`src/rtl/dm_arbiter_pkg.sv`:
```
// rtl/dm_arbiter_pkg.sv - shared size codes, state encoding and memory size for the data-memory arbiter
package dm_arbiter_pkg;

  // Access size codes as presented on cpu_size / dbg_size
  localparam logic [1:0] SIZE_B   = 2'b00;
  localparam logic [1:0] SIZE_H   = 2'b01;
  localparam logic [1:0] SIZE_W   = 2'b10;
  localparam logic [1:0] SIZE_RSV = 2'b11;

  typedef enum logic [1:0] {
    ST_IDLE   = 2'd0,
    ST_ACCESS = 2'd1,
    ST_RMW    = 2'd2
  } state_t;

  // Data memory size in bytes
  localparam int RAM_MAX = 1024;

endpackage

```
`src/rtl/dm_lane_unit.sv`:
```
// rtl/dm_lane_unit.sv - combinational byte/half lane extract, store merge and alignment check
//
// Ports:
//   size      access size code (SIZE_B/H/W/RSV)
//   sign      loads: 1 = sign-extend, 0 = zero-extend
//   addr_lo   low two bits of the byte address
//   wdata     right-aligned store data
//   word      memory word the access targets
//   load_data extracted and extended load result
//   merged    word with the addressed lane replaced by store data
//   err       reserved size or misaligned half/word
module dm_lane_unit
  import dm_arbiter_pkg::*;
(
  input  logic [1:0]  size,
  input  logic        sign,
  input  logic [1:0]  addr_lo,
  input  logic [31:0] wdata,
  input  logic [31:0] word,
  output logic [31:0] load_data,
  output logic [31:0] merged,
  output logic        err
);

  logic [4:0]  bit_off;
  logic [7:0]  lane_b;
  logic [15:0] lane_h;

  always_comb begin
    bit_off   = {addr_lo, 3'b000};
    lane_b    = word[bit_off +: 8];
    lane_h    = addr_lo[1] ? word[31:16] : word[15:0];
    load_data = '0;
    merged    = word;
    err       = 1'b0;
    case (size)
      SIZE_B: begin
        load_data = {{24{sign & lane_b[7]}}, lane_b};
        merged[bit_off +: 8] = wdata[7:0];
      end
      SIZE_H: begin
        err       = addr_lo[0];
        load_data = {{16{sign & lane_h[15]}}, lane_h};
        if (addr_lo[1]) merged[31:16] = wdata[15:0];
        else            merged[15:0]  = wdata[15:0];
      end
      SIZE_W: begin
        err       = (addr_lo != 2'b00);
        load_data = word;
        merged    = wdata;
      end
      SIZE_RSV: err = 1'b1;
      default:  err = 1'b1;
    endcase
  end

endmodule

```
`src/rtl/dm_arbiter.sv`:
```
// rtl/dm_arbiter.sv - arbitrates cpu and debug ports onto a word-only data memory, sequencing sub-word accesses
//
// Optional trace: define DM_ARB_TRACE_EN to print every memory write as
//   "@<pc>: *<word address> <= <merged word>".
//
// Ports:
//   clk, reset          clock; synchronous active-high reset
//   cpu_req..cpu_pc     CPU request and fields, held stable until cpu_gnt
//   cpu_gnt             one-cycle pulse when the request is latched
//   cpu_done/err/rdata  one-cycle completion pulse, error flag and load data
//   dbg_*               debug/loader port, same semantics, traced with PC 0
//   mem_addr/we/wdata   word-aligned address, write enable and data to memory
//   mem_rdata           combinational read of the word at mem_addr
module dm_arbiter
  import dm_arbiter_pkg::*;
#(
  parameter int ADDR_W       = 32,
  parameter int DBG_PRIORITY = 0
) (
  input  logic              clk,
  input  logic              reset,
  input  logic              cpu_req,
  input  logic              cpu_we,
  input  logic [1:0]        cpu_size,
  input  logic              cpu_sign,
  input  logic [ADDR_W-1:0] cpu_addr,
  input  logic [31:0]       cpu_wdata,
  input  logic [31:0]       cpu_pc,
  output logic              cpu_gnt,
  output logic              cpu_done,
  output logic              cpu_err,
  output logic [31:0]       cpu_rdata,
  input  logic              dbg_req,
  input  logic              dbg_we,
  input  logic [1:0]        dbg_size,
  input  logic              dbg_sign,
  input  logic [ADDR_W-1:0] dbg_addr,
  input  logic [31:0]       dbg_wdata,
  output logic              dbg_gnt,
  output logic              dbg_done,
  output logic              dbg_err,
  output logic [31:0]       dbg_rdata,
  output logic [ADDR_W-1:0] mem_addr,
  output logic              mem_we,
  output logic [31:0]       mem_wdata,
  input  logic [31:0]       mem_rdata
);

  state_t            state_q;
  logic              owner_dbg_q;
  logic              last_tie_dbg_q;
  logic              we_q;
  logic [1:0]        size_q;
  logic              sign_q;
  logic [ADDR_W-1:0] addr_q;
  logic [31:0]       wdata_q;
  logic [31:0]       pc_q;
  logic [31:0]       old_q;

  logic              pick_dbg;
  logic [31:0]       lane_word;
  logic [31:0]       lane_load;
  logic [31:0]       lane_merged;
  logic              lane_err;
  logic              fin;
  logic              fin_err;
  logic [31:0]       fin_rdata;

  // Ties go to the loser of the previous tie unless dbg has fixed priority
  always_comb begin
    pick_dbg = dbg_req & ~cpu_req;
    if (cpu_req && dbg_req)
      pick_dbg = (DBG_PRIORITY != 0) || !last_tie_dbg_q;
  end

  // In RMW the merge must use the word captured during ACCESS
  assign lane_word = (state_q == ST_RMW) ? old_q : mem_rdata;

  dm_lane_unit u_lane (
    .size      (size_q),
    .sign      (sign_q),
    .addr_lo   (addr_q[1:0]),
    .wdata     (wdata_q),
    .word      (lane_word),
    .load_data (lane_load),
    .merged    (lane_merged),
    .err       (lane_err)
  );

  assign mem_addr  = {addr_q[ADDR_W-1:2], 2'b00};
  assign mem_wdata = lane_merged;
  // Gated by reset so an aborted RMW never reaches memory
  assign mem_we    = !reset &&
                     (((state_q == ST_ACCESS) && we_q && (size_q == SIZE_W) && !lane_err) ||
                      (state_q == ST_RMW));

  // Completion of the current access, reported on the next edge
  always_comb begin
    fin       = 1'b0;
    fin_err   = 1'b0;
    fin_rdata = '0;
    case (state_q)
      ST_ACCESS: begin
        if (lane_err) begin
          fin     = 1'b1;
          fin_err = 1'b1;
        end else if (!(we_q && (size_q != SIZE_W))) begin
          fin = 1'b1;
          if (!we_q) fin_rdata = lane_load;
        end
      end
      ST_RMW:  fin = 1'b1;
      default: fin = 1'b0;
    endcase
  end

  always_ff @(posedge clk) begin
    if (reset) begin
      state_q        <= ST_IDLE;
      owner_dbg_q    <= 1'b0;
      last_tie_dbg_q <= 1'b1;
      we_q           <= 1'b0;
      size_q         <= SIZE_B;
      sign_q         <= 1'b0;
      addr_q         <= '0;
      wdata_q        <= '0;
      pc_q           <= '0;
      old_q          <= '0;
      cpu_gnt        <= 1'b0;
      cpu_done       <= 1'b0;
      cpu_err        <= 1'b0;
      cpu_rdata      <= '0;
      dbg_gnt        <= 1'b0;
      dbg_done       <= 1'b0;
      dbg_err        <= 1'b0;
      dbg_rdata      <= '0;
    end else begin
      cpu_gnt  <= 1'b0;
      dbg_gnt  <= 1'b0;
      cpu_done <= 1'b0;
      dbg_done <= 1'b0;
      cpu_err  <= 1'b0;
      dbg_err  <= 1'b0;

      if (fin) begin
        if (owner_dbg_q) begin
          dbg_done  <= 1'b1;
          dbg_err   <= fin_err;
          dbg_rdata <= fin_rdata;
        end else begin
          cpu_done  <= 1'b1;
          cpu_err   <= fin_err;
          cpu_rdata <= fin_rdata;
        end
      end

      case (state_q)
        ST_IDLE: begin
          if (cpu_req || dbg_req) begin
            state_q     <= ST_ACCESS;
            owner_dbg_q <= pick_dbg;
            cpu_gnt     <= !pick_dbg;
            dbg_gnt     <= pick_dbg;
            if (cpu_req && dbg_req) last_tie_dbg_q <= pick_dbg;
            we_q    <= pick_dbg ? dbg_we    : cpu_we;
            size_q  <= pick_dbg ? dbg_size  : cpu_size;
            sign_q  <= pick_dbg ? dbg_sign  : cpu_sign;
            addr_q  <= pick_dbg ? dbg_addr  : cpu_addr;
            wdata_q <= pick_dbg ? dbg_wdata : cpu_wdata;
            pc_q    <= pick_dbg ? 32'h0     : cpu_pc;
          end
        end
        ST_ACCESS: begin
          if (!lane_err && we_q && (size_q != SIZE_W)) begin
            old_q   <= mem_rdata;
            state_q <= ST_RMW;
          end else begin
            state_q <= ST_IDLE;
          end
        end
        ST_RMW:  state_q <= ST_IDLE;
        default: state_q <= ST_IDLE;
      endcase
    end
  end

`ifdef DM_ARB_TRACE_EN
  always_ff @(posedge clk) begin
    if (!reset && mem_we)
      $display("@%h: *%h <= %h", pc_q, mem_addr, mem_wdata);
  end
`else
  logic unused_pc;
  assign unused_pc = ^pc_q;
`endif

endmodule
```
`config.mk`:
```
export PLATFORM = sky130hd
export DESIGN_NAME = dm_arbiter
export DESIGN_NICKNAME = d
export VERILOG_FILES = /design/src/rtl/dm_arbiter_pkg.sv /design/src/rtl/dm_lane_unit.sv /design/src/rtl/dm_arbiter.sv
export SDC_FILE = /design/constraint.sdc
export NUM_CORES = 1
export LEC_CHECK = 0
export ABC_AREA = 0
export ABC_CLOCK_PERIOD_IN_PS = 4650
export CORE_ASPECT_RATIO = 1.25
export CORE_UTILIZATION = 35
export CTS_CLUSTER_SIZE = 24
export DETAILED_ROUTE_END_ITERATION = 8
export GPL_ROUTABILITY_DRIVEN = 1
export GPL_TIMING_DRIVEN = 1
export SLEW_MARGIN = 20
export SYNTH_ARGS = -nofsm -noshare
export SYNTH_HDL_FRONTEND = slang
export SYNTH_HIERARCHICAL = 1
export SYNTH_SLANG_ARGS = --single-unit
```
`constraint.sdc`:
```
create_clock -name clk -period 4.65 [get_ports clk]
set_input_delay 0.93 -clock clk [delete_from_list [all_inputs] [get_ports clk]]
set_output_delay 0.93 -clock clk [all_outputs]
set_load 0.02 [all_outputs]
```
## Word level (Yosys, flattened, before mapping)

Index checks and enable logic that the tools add are counted.

| cells by class | value |
|---|---|
| add/subtract/negate cells | 1 |
| equal/unequal tests | 7 |
| shift operators | 3 |
| muxes and demuxes | 28 |
| bitwise gates (word level) | 8 |
| reductions and logical operators | 26 |

Operators with widths:

| cell | count |
|---|---|
| $mux 32 | 7 |
| $pmux 32 s3 | 2 |
| $mux 16 | 3 |
| $bwmux 32 | 1 |
| $shift 8x7->32 const A | 1 |
| $shiftx 32x6->8 | 1 |
| $shiftx 8x7->32 | 1 |
| $mux 1 | 9 |
| $reduce_or 3->1 | 3 |
| $logic_and 1x1->1 | 8 |
| $reduce_and 2->1 | 4 |
| $neg 5->7 | 1 |
| $eq 2x2->1 const B | 3 |
| $mux 2 | 3 |
| $not 1->1 | 5 |
| $eq 2x1->1 const B | 2 |
| $logic_not 1->1 | 4 |
| $logic_not 2->1 | 2 |
| $ne 2x2->1 const B | 2 |
| $pmux 2 s2 | 1 |
| $and 1x1->1 | 3 |
| $pmux 1 s3 | 1 |
| $reduce_and 3->1 | 1 |
| $logic_or 1x1->1 | 2 |
| other kinds (3) | 3 |

| storage, ports and cells | value |
|---|---|
| flip-flop bits (word level) | 174 |
| bits of input ports | 204 |
| output and inout port bits | 135 |
| logic and storage cells | 90 |

## Logic depth before layout (Yosys ltp)

Gate-level depths: netlist (run 1).

| logic depth | value |
|---|---|
| depth in word-level cells | 9 |
| depth in mapped cells | 13 |
| gate-level depth less buffers | 9 |

## Hierarchy

Netlist (run 1), hierarchy kept.

By module, submodules not included:

| module | instances | cells an instance | area an instance (um2) | seq. area each (um2) |
|---|---|---|---|---|
| dm_arbiter | 1 | 879 | 7848.8 | 3483.3 |
| dm_lane_unit | 1 | 302 | 2174.6 | 0.0 |

## Worst setup path before layout (run 1)

OpenSTA, ideal clock, no wires.

| path | value |
|---|---|
| kind | reg-to-output |
| start | register addr_q[1] |
| end | output mem_wdata[10] |
| arrival time | 2.497 ns |
| data required time | 3.720 ns |
| slack | 1.223 ns |
| stages on the path, launching flop included | 9 |
| buffers on the path | 3 |
| path through | dfxtp_1 buf_2 inv_1 clkbuf_1 ha_1 clkbuf_1 nor4b_4 a221oi_1 a221oi_1 |

| between the ends | value |
|---|---|
| longest elaborated chain between the ends | 4 |
| elaborated cells between the ends (all ways) | 6 |
| those cells by class | add/sub: 1; shift: 2; mux: 3 |

RTL lines:

| what | RTL line | RTL |
|---|---|---|
| start, declared | dm_arbiter.sv:55 | `logic [ADDR_W-1:0] addr_q;` |
| start signal, assigned | dm_arbiter.sv:168 | `addr_q <= pick_dbg ? dbg_addr : cpu_addr;` |
| $neg 5->7 | dm_lane_unit.sv:39 | `merged[bit_off +: 8] = wdata[7:0];` |
| $shiftx 8x7->32 / $shift 8x7->32 (equally long branches) | dm_lane_unit.sv:39 |  |
| $bwmux 32 | dm_lane_unit.sv:39 |  |
| $pmux 32 s3 * | dm_lane_unit.sv:36 | `case (size)` |
| end, declared | dm_arbiter.sv:45 | `output logic [31:0] mem_wdata,` |

Every way passes the cells marked *; elsewhere a longest branch is shown, timed or not.

## Final worst setup path (run 1)

| path | value |
|---|---|
| start | register state_q[0] |
| end | output mem_wdata[28] |

| between the ends | value |
|---|---|
| longest elaborated chain between the ends | 4 |
| elaborated cells between the ends (all ways) | 5 |
| those cells by class | eq/ne: 1; mux: 4 |

RTL lines:

| what | RTL line | RTL |
|---|---|---|
| start, declared | dm_arbiter.sv:49 | `state_t state_q;` |
| start signal, assigned | dm_arbiter.sv:119 | `state_q <= ST_IDLE;` |
| start signal, assigned | dm_arbiter.sv:160 | `state_q <= ST_ACCESS;` |
| start signal, assigned | dm_arbiter.sv:176 | `state_q <= ST_RMW;` |
| $eq 2x2->1 * | dm_arbiter.sv:77 | `assign lane_word = (state_q == ST_RMW) ? old_q : mem_rdata;` |
| $mux 32 * | dm_arbiter.sv:77 |  |
| net lane_word[28] | dm_arbiter.sv:61 | `logic [31:0] lane_word;` |
| $mux 16 / $bwmux 32 (equally long branches) | dm_lane_unit.sv:44, dm_lane_unit.sv:39 |  |
| $pmux 32 s3 * | dm_lane_unit.sv:36 |  |

The timed path passes the listed nets; every way through them passes the cells marked *.

==> results of run 1 <==
-- kinds of logic after synthesis --
kind of cell	count (synthesis)	share of synthesized area (%)
and+or+nand+nor	455	21.9
buffers and inverters	148	8.01
AOI/OAI and AO/OA	252	19.4
muxes	142	14.8
xor gates and xnor gates	1	0.0874
DFF	174	34.8
other	1	0.0374
adders and majority gates	8	0.999
-- how the worst max path moves through the flow --
| stage | to | slack, ps | cells after the start |
|---|---|---|---|
| after global placement | mem_wdata[30] | 600 | 6 |
| after CTS | mem_wdata[14] | 230 | 7 |
| after floorplan | mem_wdata[10] | 1220 | 8 |
| after detailed placement | mem_wdata[28] | 590 | 6 |
| after global routing | mem_wdata[14] | 70 | 7 |
| final | mem_wdata[28] | 220 | 8 |
-- final cells by class --
| class | instances | area share (%) |
|---|---|---|
| clock inverters | 9 | 1.17 |
| flip-flops and latches | 174 | 25.7 |
| repair buffers | 330 | 23.8 |
| clock buffers | 22 | 3.42 |
| multi-input cells | 860 | 42.4 |
| inverters | 12 | 0.369 |
| well taps | 350 | 3.23 |
-- power groups by stage --
| stage | sequential (uW) | combinational (uW) | clock, uW |
|---|---|---|---|
| floorplan | 1690 | 958 | 0 |
| global placement | 1750 | 1480 | 0 |
| detailed placement | 1750 | 1490 | 0 |
| CTS | 1720 | 1500 | 1580 |
| global route | 1730 | 1610 | 1640 |
| finish | 1720 | 1500 | 1540 |
-- registers in the layout, summed over array words and instances (netlist names) --
signal,cells
owner_dbg_q,1
addr_q,32
dbg_rdata,32
last_tie_dbg_q,1
cpu_gnt,1
we_q,1
dbg_err,1
cpu_done,1
dbg_done,1
dbg_gnt,1
cpu_rdata,32
size_q,2
state_q,2
sign_q,1
wdata_q,32
old_q,32
cpu_err,1
-- worst max-delay path: cells and delay by family, from the launching register on --
kind / cells / cell delay (ps)
buffers and inverters: 3 / 980
multiplexers: 2 / 740
adder cells (fa/ha/maj): 1 / 530
AO/OA/AOI/OAI: 2 / 490
flip-flops: 1 / 320
-- stage by stage --
stage | cell area [um^2] | total power, uW
2_1_floorplan | 10000 | 2650
3_3_place_gp | 12900 | 3230
3_5_place_dp | 12900 | 3240
4_1_cts | 13600 | 4800
5_1_grt | 13600 | 4980
6_report | 13600 | 4770
-- per-layer routing --
metal	global-route usage, %	wire [um]	vias up
met3	5.96	2520	57
li1	-	-	4591
met5	0	0	-
met2	42.1	17400	357
met4	9.81	1100	0
met1	28.3	14500	4521
-- cell usage after synthesis, types with 3 or more instances --
library cell / number
a222oi_1: 7
buf_1: 7
o221a_2: 3
dfxtp_1: 174
o22ai_1: 9
buf_4: 34
inv_1: 9
a21oi_1: 47
ha_1: 8
nor2_1: 23
o31ai_1: 4
o211ai_1: 8
mux2i_1: 95
a221o_1: 4
a22o_1: 6
a22oi_1: 15
nor2b_1: 9
mux2_2: 47
a221oi_1: 21
nand2_1: 256
a32oi_1: 67
buf_6: 10
clkbuf_1: 53
o32ai_1: 3
nand2b_1: 136
a211o_1: 15
o21ai_0: 14
nor3_1: 3
nand3_1: 12
a31oi_1: 5
buf_2: 31
o21a_1: 8
==> metrics.txt, run 1 <==
status=finished clean; FF-to-FF path depth=10; Starting Density=35.9%; Logic pwr share=31.5%; hold endpoint=old_q[13]; Hold Crit Class=register to register; FMAX=226 MHz; worst-case clock skew=7.92 ps; Post-DP HPWL=25.8 mm; CTS tree=done; site row count=68; DRC=0; NetSw=1550 uW; Pint=3210 uW; Crit Path Category=register to output port; post-route clock period utilization=95.2%; post-cts resize count=0; CTS buffer count=17; LEAKAGE=0.00529 uW; Port Buf Inserts=304; Post-synth EDFFs=0; asr flop ratio synth=0%; Max-slew headroom=35.4%; Worst path most repeated cell=mux2_2; commonest cells after routing, fill and taps aside=298 x clkdlybuf4s50_1, 255 x nand2_1, 172 x dfxtp_1; critical path fanouts, max=11; slew at the pin with the worst max-slew slack=966 ps; Peak VDD IR=0.000253 V; drt first pass iters=7; # placed instances=1726; Post-Layout Cell Count=1757; endpoints failing hold=0; DIE AREA=29300 um^2; Hold Path Stages=2; Critical Path End Type=output port; clock sink count=174; Yosys reg bits=174; RR Startpoint=state_q[0]; DR vias/cell=5.42; Fillers=2691; top cell type's share of synthesized area=34.8%; Max-Cap Viols=0; Post-synth top flop=dfxtp_1; first-pass GRT wire length=54.6 mm; pre-CTS WS=594 ps; register area share after synthesis=34.8%; largest net degree at the start of global routing=93; worst-path cell chain=inv_1, ha_1, buf_4, mux2_2, mux2_2, a222oi_1, o21ai_0, clkdlybuf4s50_1; Critical Path RT=3720 ps; max incr delay on CP=580 ps; ranking of synthesized cells by area=dfxtp_1 35%, nand2_1 9.6%, mux2i_1 9.5%; power per cell area=351 nW/um^2; crit path launch type=register; setup TNS=0 ps; total grt overflow=0; Multi-input gate area=5750 um^2; initial antenna violation count=0; Yosys warning total=6; cells after synthesis=1181; Synth area leader=dfxtp_1; H-tree Lvls=4; Worst-Skew Late Latency=430 ps; Chip Width=153 um; Worst path slowest cell=clkdlybuf4s50_1; number of global-route vias before repair=9470; Net Sw Frac=32.5%; FF+latch area=3490 um^2; DR iter-0 viols=902; Max Slew Vio Count=0; Die Ht=191 um; sequential power share=36.2%; CTS clk-pin slew, worst paths=70 ps; Fin Hold WS=454 ps; crit path from=state_q[0]; # hold bufs at CTS=0; n_diodes=0; Syn-to-layout area delta=35.4%; clock share of power=32.3%; via count=9526; worst hold start=old_q[13]; total core area=27900 um^2; Routed WL=35.5 mm; Routed WL per cell=20.2 um; final worst slack=221 ps; GR Util All Layers=24.2%; R2R Setup Slk=1580 ps; min cycle time layout=4430 ps; Unique masters post-synth=62; most common cell after layout, fill and taps aside=clkdlybuf4s50_1; clk buf depth=2; RR Endpoint=dbg_rdata[20]; gpl congestion=0.879; Post-Syn Area per Cell=8.49 um^2; layout cell share with drive strength beyond 1=9.24%; # Post-CTS Setup Buffers=0; setup violators final=0; Clock Tree Root=clkbuf_16; unrepaired setup endpoints after global routing=false; Final ANT Viol Nets=0; nets=1607; mapped cell area=10000 um^2; CP arrival=3500 ps; IO Pins=339; final core utilization=48.6%
(Power assumes the default switching activity.)
==> inputs of run 2 (changes only) <==
CORE_MARGIN = 10   (was not set)
==> metrics.txt, run 2 (synthesis gave the netlist of run 1 again) <==
Syn-to-layout area delta=34.9%; commonest cells after routing, fill and taps aside=296 x clkdlybuf4s50_1, 255 x nand2_1, 172 x dfxtp_1; number of global-route vias before repair=9429; Crit Path Category=register to output port; Chip Width=171 um; largest net degree at the start of global routing=94; post-route clock period utilization=91.2%; Max Slew Vio Count=0; Post-DP HPWL=28.1 mm; # placed instances=1725; drt first pass iters=5; Port Buf Inserts=304; CTS tree=done; unrepaired setup endpoints after global routing=false; Max-slew headroom=25.7%; status=finished clean; worst-path cell chain=inv_1, ha_1, buf_4, mux2_2, nor2b_1, a311oi_1, a31oi_1, o221a_2, clkdlybuf4s50_1; max incr delay on CP=610 ps; GR Util All Layers=20.7%; Starting Density=35.4%; min cycle time layout=4240 ps; DR vias/cell=5.40; DRC=0; total grt overflow=0; Post-Layout Cell Count=1761; Worst-Skew Late Latency=440 ps; LEAKAGE=0.00526 uW; Critical Path End Type=output port; Clock Tree Root=clkbuf_16; CTS buffer count=17; NetSw=1590 uW; CP arrival=3310 ps; setup TNS=0 ps; nets=1601; layout cell share with drive strength beyond 1=9.06%; clk buf depth=2; endpoints failing hold=0; # hold bufs at CTS=0; clock share of power=31.9%; slew at the pin with the worst max-slew slack=1110 ps; Logic pwr share=31.4%; FMAX=236 MHz; setup violators final=0; crit path launch type=register; clock sink count=174; most common cell after layout, fill and taps aside=clkdlybuf4s50_1; Routed WL=38.6 mm; Hold Crit Class=register to register; # Post-CTS Setup Buffers=0; Net Sw Frac=33.5%; critical path fanouts, max=36; post-cts resize count=0; Routed WL per cell=21.9 um; Peak VDD IR=0.000223 V; CTS clk-pin slew, worst paths=70 ps; DR iter-0 viols=738; worst-case clock skew=11.1 ps; Max-Cap Viols=0; Critical Path RT=3720 ps; H-tree Lvls=4; Final ANT Viol Nets=0; total core area=28300 um^2; sequential power share=36.6%; R2R Setup Slk=1770 ps; first-pass GRT wire length=57.2 mm; IO Pins=339; via count=9503; Worst path slowest cell=clkdlybuf4s50_1; Die Ht=209 um; power per cell area=350 nW/um^2; Pint=3140 uW; DIE AREA=35800 um^2; gpl congestion=0.888; site row count=69; initial antenna violation count=4
-- run 2: routing by layer --
metal,vias up,wire length [um],global-route usage (%)
li1,4581,-,-
met1,4528,14800,22.8
met2,358,19400,35.4
met3,36,3690,8.26
met4,0,719,6.91
met5,-,0,0
-- run 2: path summary, 6_finish.rpt --
check	start	depth (start not counted)	endpoint
setup / recovery	state_q[0]	9	mem_wdata[5]
hold / removal	old_q[19]	2	old_q[19]
setup reg to reg	state_q[0]	9	cpu_rdata[26]
hold reg to reg	old_q[19]	2	old_q[19]
-- run 2: cell type report --
cell class | count | area [um^2]
multi-input combinational | 860 | 5750
inverter | 12 | 50.0
clock inverter | 12 | 161
fill | 2795 | 14800
tap | 355 | 444
antenna | 4 | 10.0
sequential | 174 | 3490
timing repair buffer | 324 | 3170
clock buffer | 20 | 447
-- run 2: power groups by stage --
| stage | Clock, uW | Combinational (uW) | Sequential, uW |
|---|---|---|---|
| finish | 1510 | 1490 | 1730 |
| global route | 1600 | 1600 | 1740 |
| CTS | 1540 | 1490 | 1730 |
| detailed placement | 0 | 1480 | 1760 |
| global placement | 0 | 1470 | 1760 |
| floorplan | 0 | 958 | 1690 |
-- run 2: metrics by stage --
step	hold slack, ps	instance area [um^2]	setup WS [ps]	power, uW	util, %
global placement	439	12900	623	3230	45.6
global route	472	13500	231	4940	47.7
floorplan	433	10000	1220	2650	-
CTS	455	13500	427	4760	47.7
finish	452	13500	408	4730	47.7
detailed placement	445	12900	573	3240	45.6
-- run 2: critical path: cells and delay by family (launching register included) --
| kind | cells | cell delay (ps) |
|---|---|---|
| and+or+nand+nor | 1 | 150 |
| buffers and inverters | 3 | 1140 |
| DFF | 1 | 310 |
| muxes | 1 | 450 |
| AOI/OAI and AO/OA | 3 | 650 |
| adders and majority gates | 1 | 150 |
